===== config.mk =====
export PLATFORM = sky130hd
export DESIGN_NAME = mem_port_arbiter
export DESIGN_NICKNAME = d
export VERILOG_FILES = /design/src/rtl/mem_port_arbiter_pkg.sv /design/src/rtl/mem_port_arbiter.sv
export SDC_FILE = /design/constraint.sdc
export NUM_CORES = 1
export LEC_CHECK = 0
export CAP_MARGIN = 0
export CORE_MARGIN = 2
export CORE_UTILIZATION = 43
export CTS_CLUSTER_SIZE = 16
export DETAILED_ROUTE_END_ITERATION = 8
export MAX_ROUTING_LAYER = met4
export PLACE_DENSITY = 0.84
export SLEW_MARGIN = 0
export SYNTH_ARGS = -nofsm -noshare
export SYNTH_HDL_FRONTEND = slang
export SYNTH_SLANG_ARGS = --single-unit

===== constraint.sdc =====
create_clock -name clk -period 4.9 [get_ports clk]
set_clock_uncertainty 0.15 [all_clocks]
set_input_delay 1.47 -clock clk [delete_from_list [all_inputs] [get_ports clk]]
set_output_delay 1.47 -clock clk [all_outputs]
set_load 0.01 [all_outputs]

===== src/rtl/mem_port_arbiter_pkg.sv =====
// Shared types for the unified memory port arbiter.
// Holds the arbiter FSM state encoding and small helpers.
package mem_port_arbiter_pkg;

  typedef enum logic [1:0] {
    IDLE  = 2'd0,
    DATA  = 2'd1,
    FETCH = 2'd2
  } arbState_t;

  // Memory request is asserted in every non-idle state.
  function automatic logic isBusy(input arbState_t s);
    return (s == DATA) || (s == FETCH);
  endfunction

endpackage


===== src/rtl/mem_port_arbiter.sv =====
// Arbitrates one single-ported memory between fetch and M-stage access.
// Ports: clk/reset, fetch (IReqF,PCF,InstrF), data (DReqM,MemWriteM,
// ALUOutM,WriteDataM,ReadDataM), MemStallF, memory req/ack interface.
module mem_port_arbiter
  import mem_port_arbiter_pkg::*;
#(
  parameter int WIDTH = 32
) (
  input  logic             clk,
  input  logic             reset,
  input  logic             IReqF,
  input  logic [WIDTH-1:0] PCF,
  input  logic             DReqM,
  input  logic             MemWriteM,
  input  logic [WIDTH-1:0] ALUOutM,
  input  logic [WIDTH-1:0] WriteDataM,
  output logic [WIDTH-1:0] InstrF,
  output logic [WIDTH-1:0] ReadDataM,
  output logic             MemStallF,
  output logic             MemReq,
  output logic             MemWe,
  output logic [WIDTH-1:0] MemAddr,
  output logic [WIDTH-1:0] MemWData,
  input  logic             MemAck,
  input  logic [WIDTH-1:0] MemRData
);

  arbState_t state;
  arbState_t stateNext;

  logic iDone;
  logic dDone;
  logic iPend;
  logic dPend;
  logic loadD;
  logic loadI;
  logic dAck;
  logic iAck;

  assign iPend = IReqF & ~iDone;
  assign dPend = DReqM & ~dDone;

  assign MemStallF = iPend | dPend;

  // Data access is served before fetch within one advance window.
  always_comb begin
    stateNext = state;
    loadD     = 1'b0;
    loadI     = 1'b0;
    dAck      = 1'b0;
    iAck      = 1'b0;
    unique case (state)
      IDLE: begin
        if (dPend) begin
          stateNext = DATA;
          loadD     = 1'b1;
        end else if (iPend) begin
          stateNext = FETCH;
          loadI     = 1'b1;
        end
      end
      DATA: begin
        if (MemAck) begin
          dAck = 1'b1;
          if (iPend) begin
            stateNext = FETCH;
            loadI     = 1'b1;
          end else begin
            stateNext = IDLE;
          end
        end
      end
      FETCH: begin
        if (MemAck) begin
          iAck      = 1'b1;
          stateNext = IDLE;
        end
      end
      default: begin
        stateNext = IDLE;
      end
    endcase
  end

  always_ff @(posedge clk) begin
    if (reset) begin
      state     <= IDLE;
      iDone     <= 1'b0;
      dDone     <= 1'b0;
      InstrF    <= '0;
      ReadDataM <= '0;
      MemReq    <= 1'b0;
      MemWe     <= 1'b0;
      MemAddr   <= '0;
      MemWData  <= '0;
    end else begin
      state  <= stateNext;
      MemReq <= isBusy(stateNext);

      // Request fields are frozen from entry until the ack cycle.
      if (loadD) begin
        MemAddr  <= ALUOutM;
        MemWe    <= MemWriteM;
        MemWData <= WriteDataM;
      end
      if (loadI) begin
        MemAddr <= PCF;
        MemWe   <= 1'b0;
      end

      // Advance clears flags; a completing access sets its own flag
      // even if its requester has already gone away.
      if (!MemStallF) begin
        iDone <= 1'b0;
        dDone <= 1'b0;
      end
      if (dAck) begin
        dDone <= 1'b1;
        if (!MemWe) begin
          ReadDataM <= MemRData;
        end
      end
      if (iAck) begin
        iDone  <= 1'b1;
        InstrF <= MemRData;
      end
    end
  end

endmodule

==> impl_metrics.py <==
metrics = {
    "global_route": {
        "grt_max_degree": 71,
        "grt_pass1_vias": 5191,
        "antenna_found_initial": 0,
        "grt_first_pass_wirelength_um": 25400,
        "grt.total_usage_pct": 25.4,
        "grt-ovfl-total": 0,
    },
    "clocking": {
        "ctsHoldBuffers": 0,
        "post_cts_buffers": 0,
        "clk_pin_slew_ns": 0.06,
        "cts_max_path_buffers": 2,
        "clock-root-buffer": "clkbuf_16",
        "cts_sinks": 134,
        "numCtsBuffers": 17,
        "clock_latency_ns": 0.40,
        "htree_levels": 4,
        "cts_resized": 0,
        "cts_tree": "yes",
    },
    "placed_design": {
        "dp_hpwl_um": 11600,
        "gp_congestion": 0.860,
        "dp.cells": 971,
        "port-buffer-count": 264,
    },
    "worst_setup_path": {
        "critPathMaxFanout": 6,
        "critPathLaunchType": "primary input",
        "crit_path_cell_trace": "clkdlybuf4s50_1 > inv_1 > o22ai_1 > clkdlybuf4s50_1",
        "crit_type": "primary input to output pin",
        "cpPeakStageDelay_ns": 0.60,
        "cpMaxStageDelayCell": "clkdlybuf4s50_1",
        "critical-path-top-delay-family": "buffers and inverters",
        "crit_top_cell": "clkdlybuf4s50_1",
        "crit_buf_inv": 3,
        "cp.arrival_ns": 2.97,
        "cp-end-kind": "output pin",
        "cp.required_ns": 3.28,
    },
    "pwr": {
        "power_switching_mw": 0.778,
        "p_int_mw": 2.32,
        "sw_frac_of_total_pct": 25.1,
        "leakagePower_nw": 3.07,
        "power_frac_seq_pct": 39.0,
        "p_comb_share_pct": 18.7,
        "power.share.clock_pct": 42.3,
        "powerDensity_nw_per_um2": 361,
        "ir_worst_vdd_mv": 0.214,
    },
    "timing": {
        "slew_headroom_pct": 30.0,
        "hold_viol": 0,
        "layout_min_cycle_time_ns": 4.59,
        "setup_viol": 0,
        "worst_pin_slew_ns": 1.05,
        "timing.fmax_mhz": 218,
        "tns_ns": 0,
        "rsz0062_at_grt": "no",
        "timing.final.max_slew_violations": 0,
        "period_share_pct": 93.7,
        "hold-worst-slack_ns": 0.301,
    },
    "logic_synthesis": {
        "ys.flop_type": "dfxtp_1",
        "synthAdderAreaFrac_pct": 0,
        "synth_area_leaders": "dfxtp_1, nand2_1, a21oi_1, a221oi_2, mux2i_1",
        "synth_top_area_cell": "dfxtp_1",
        "syn_nets": 736,
        "synthXorXnorAreaFrac_pct": 0,
        "synth-seq-cells": 134,
        "synth_warnings": 0,
        "syn_inst": 602,
        "synth_mux_area_share_pct": 6.31,
        "ys_seq_area_share_pct": 51.2,
        "async_reset_ff_share_pct": 0,
        "synth_cell_types": 28,
        "synth-simple-area-share_pct": 19.1,
        "synth_top_cell_area_share_pct": 51.2,
        "synth_top_family_by_area": "simple AND/OR/NAND/NOR gates",
        "synthTopCellsByCount": "nand2_1, dfxtp_1, a21oi_1",
        "synth_area_um2": 5240,
        "synth-edff-count": 0,
        "yosysMostFrequentCell": "nand2_1",
        "synth_compound_area_share_pct": 18.7,
        "syn_avg_cell_area_um2": 8.70,
    },
    "route": {
        "vias": 5194,
        "wl_per_cell_um": 16.5,
        "via_per_inst": 5.18,
        "ant_nets": 0,
        "post-route-drc-count": 0,
        "drt_wl_total_um": 16600,
        "drtIter0Drc": 318,
        "dr.pass1.iters": 7,
    },
    "floorplan": {
        "num_rows": 40,
        "fp.dieW_um": 114,
        "start_util_pct": 43.8,
        "coreArea_um2": 12000,
        "die-area_um2": 13100,
        "dieHeight_um": 114,
        "io_pins": 265,
    },
    "final_layout": {
        "drive_gt1_share_pct": 8.89,
        "syn_to_final_growth_pct": 63.8,
        "regArea_um2": 2680,
        "layout.cells.non_filler": 1002,
        "multi_input_area_um2": 2340,
        "layout.nets": 977,
        "fillers": 912,
        "num_antenna_cells": 0,
    },
    "worst_hold_path": {
        "hold_class": "flop to flop",
    },
    "flow_run": {
        "maxCapViolCount": 0,
    },
    "outcome": {
        "status": "finished, final reports clean",
    },
}
## metrics by stage
stage	area [um2]	power [mW]	util (%)	worst slack [ns]
after CTS	8580	3.12	71.7	0.334
after global routing	8580	3.22	71.7	0.324
after floorplan	5240	1.50	-	1.57
after detailed placement	7970	1.81	66.6	0.340
final	8580	3.10	71.7	0.306
after global placement	7970	1.79	66.6	0.363
## power groups by stage
| stage | sequential (mW) | clock [mW] | combinational, mW |
|---|---|---|---|
| CTS | 1.21 | 1.33 | 0.584 |
| finish | 1.21 | 1.31 | 0.581 |
| detailed placement | 1.23 | 0 | 0.580 |
| global placement | 1.23 | 0 | 0.569 |
| floorplan | 1.26 | 0 | 0.243 |
| global route | 1.22 | 1.38 | 0.622 |
## cells by family after synthesis
family	count (synthesis)
and+or+nand+nor	245
AOI/OAI and AO/OA	134
DFF	134
buffers and inverters	56
muxes	33
## flip-flops by register name, summed over array words and instances (netlist names)
register	cells
InstrF	32
MemAddr	32
MemReq	1
MemWData	32
MemWe	1
ReadDataM	32
dDone	1
iDone	1
state	2
## final timing paths
kind / from / end / slack (ns) / cells after the start
hold / removal: InstrF[31] / InstrF[31] / 0.30 / 2
setup / recovery: DReqM / MemStallF / 0.31 / 4
hold reg to reg: InstrF[31] / InstrF[31] / 0.30 / 2
setup reg to reg: state[1] / MemAddr[1] / 2.60 / 4
## tightest hold or removal path: cells and delay by family (launching register included)
| kind | cells | cell delay (ns) |
|---|---|---|
| AO/OA/AOI/OAI | 1 | 0.05 |
| flip-flops | 1 | 0.30 |
| AND/OR/NAND/NOR | 1 | 0.05 |
## per-layer routing
layer  track usage (%)  vias to the layer above  share of wire, %
met5                 -                        -                 0
met4              10.7                        0               2.4
met3              6.88                       34               8.4
met2              43.1                      226                50
met1              28.3                     2426                39
li1                  -                     2508                 -
## cell type report
type | instances | share of cell area (%)
Timing Repair Buffer | 276 | 32.1
Clock buffer | 20 | 5.44
Clock inverter | 11 | 1.72
Inverter | 2 | 0.0875
Tap cell | 147 | 2.14
Multi-Input combinational cell | 412 | 27.2
Sequential cell | 134 | 31.3
## layout by cell type, fill, tap and decap left out, types with 4 or more instances in the layout
cell type,instances
clkinvlp_4,4
nand3b_1,4
clkbuf_16,17
buf_4,11
clkdlybuf4s50_1,263
a21oi_1,99
mux2i_1,33
a221oi_2,29
nor2_1,32
nand2_1,192
dfxtp_1,134
No activity file was read; power rests on OpenSTA's default activity.
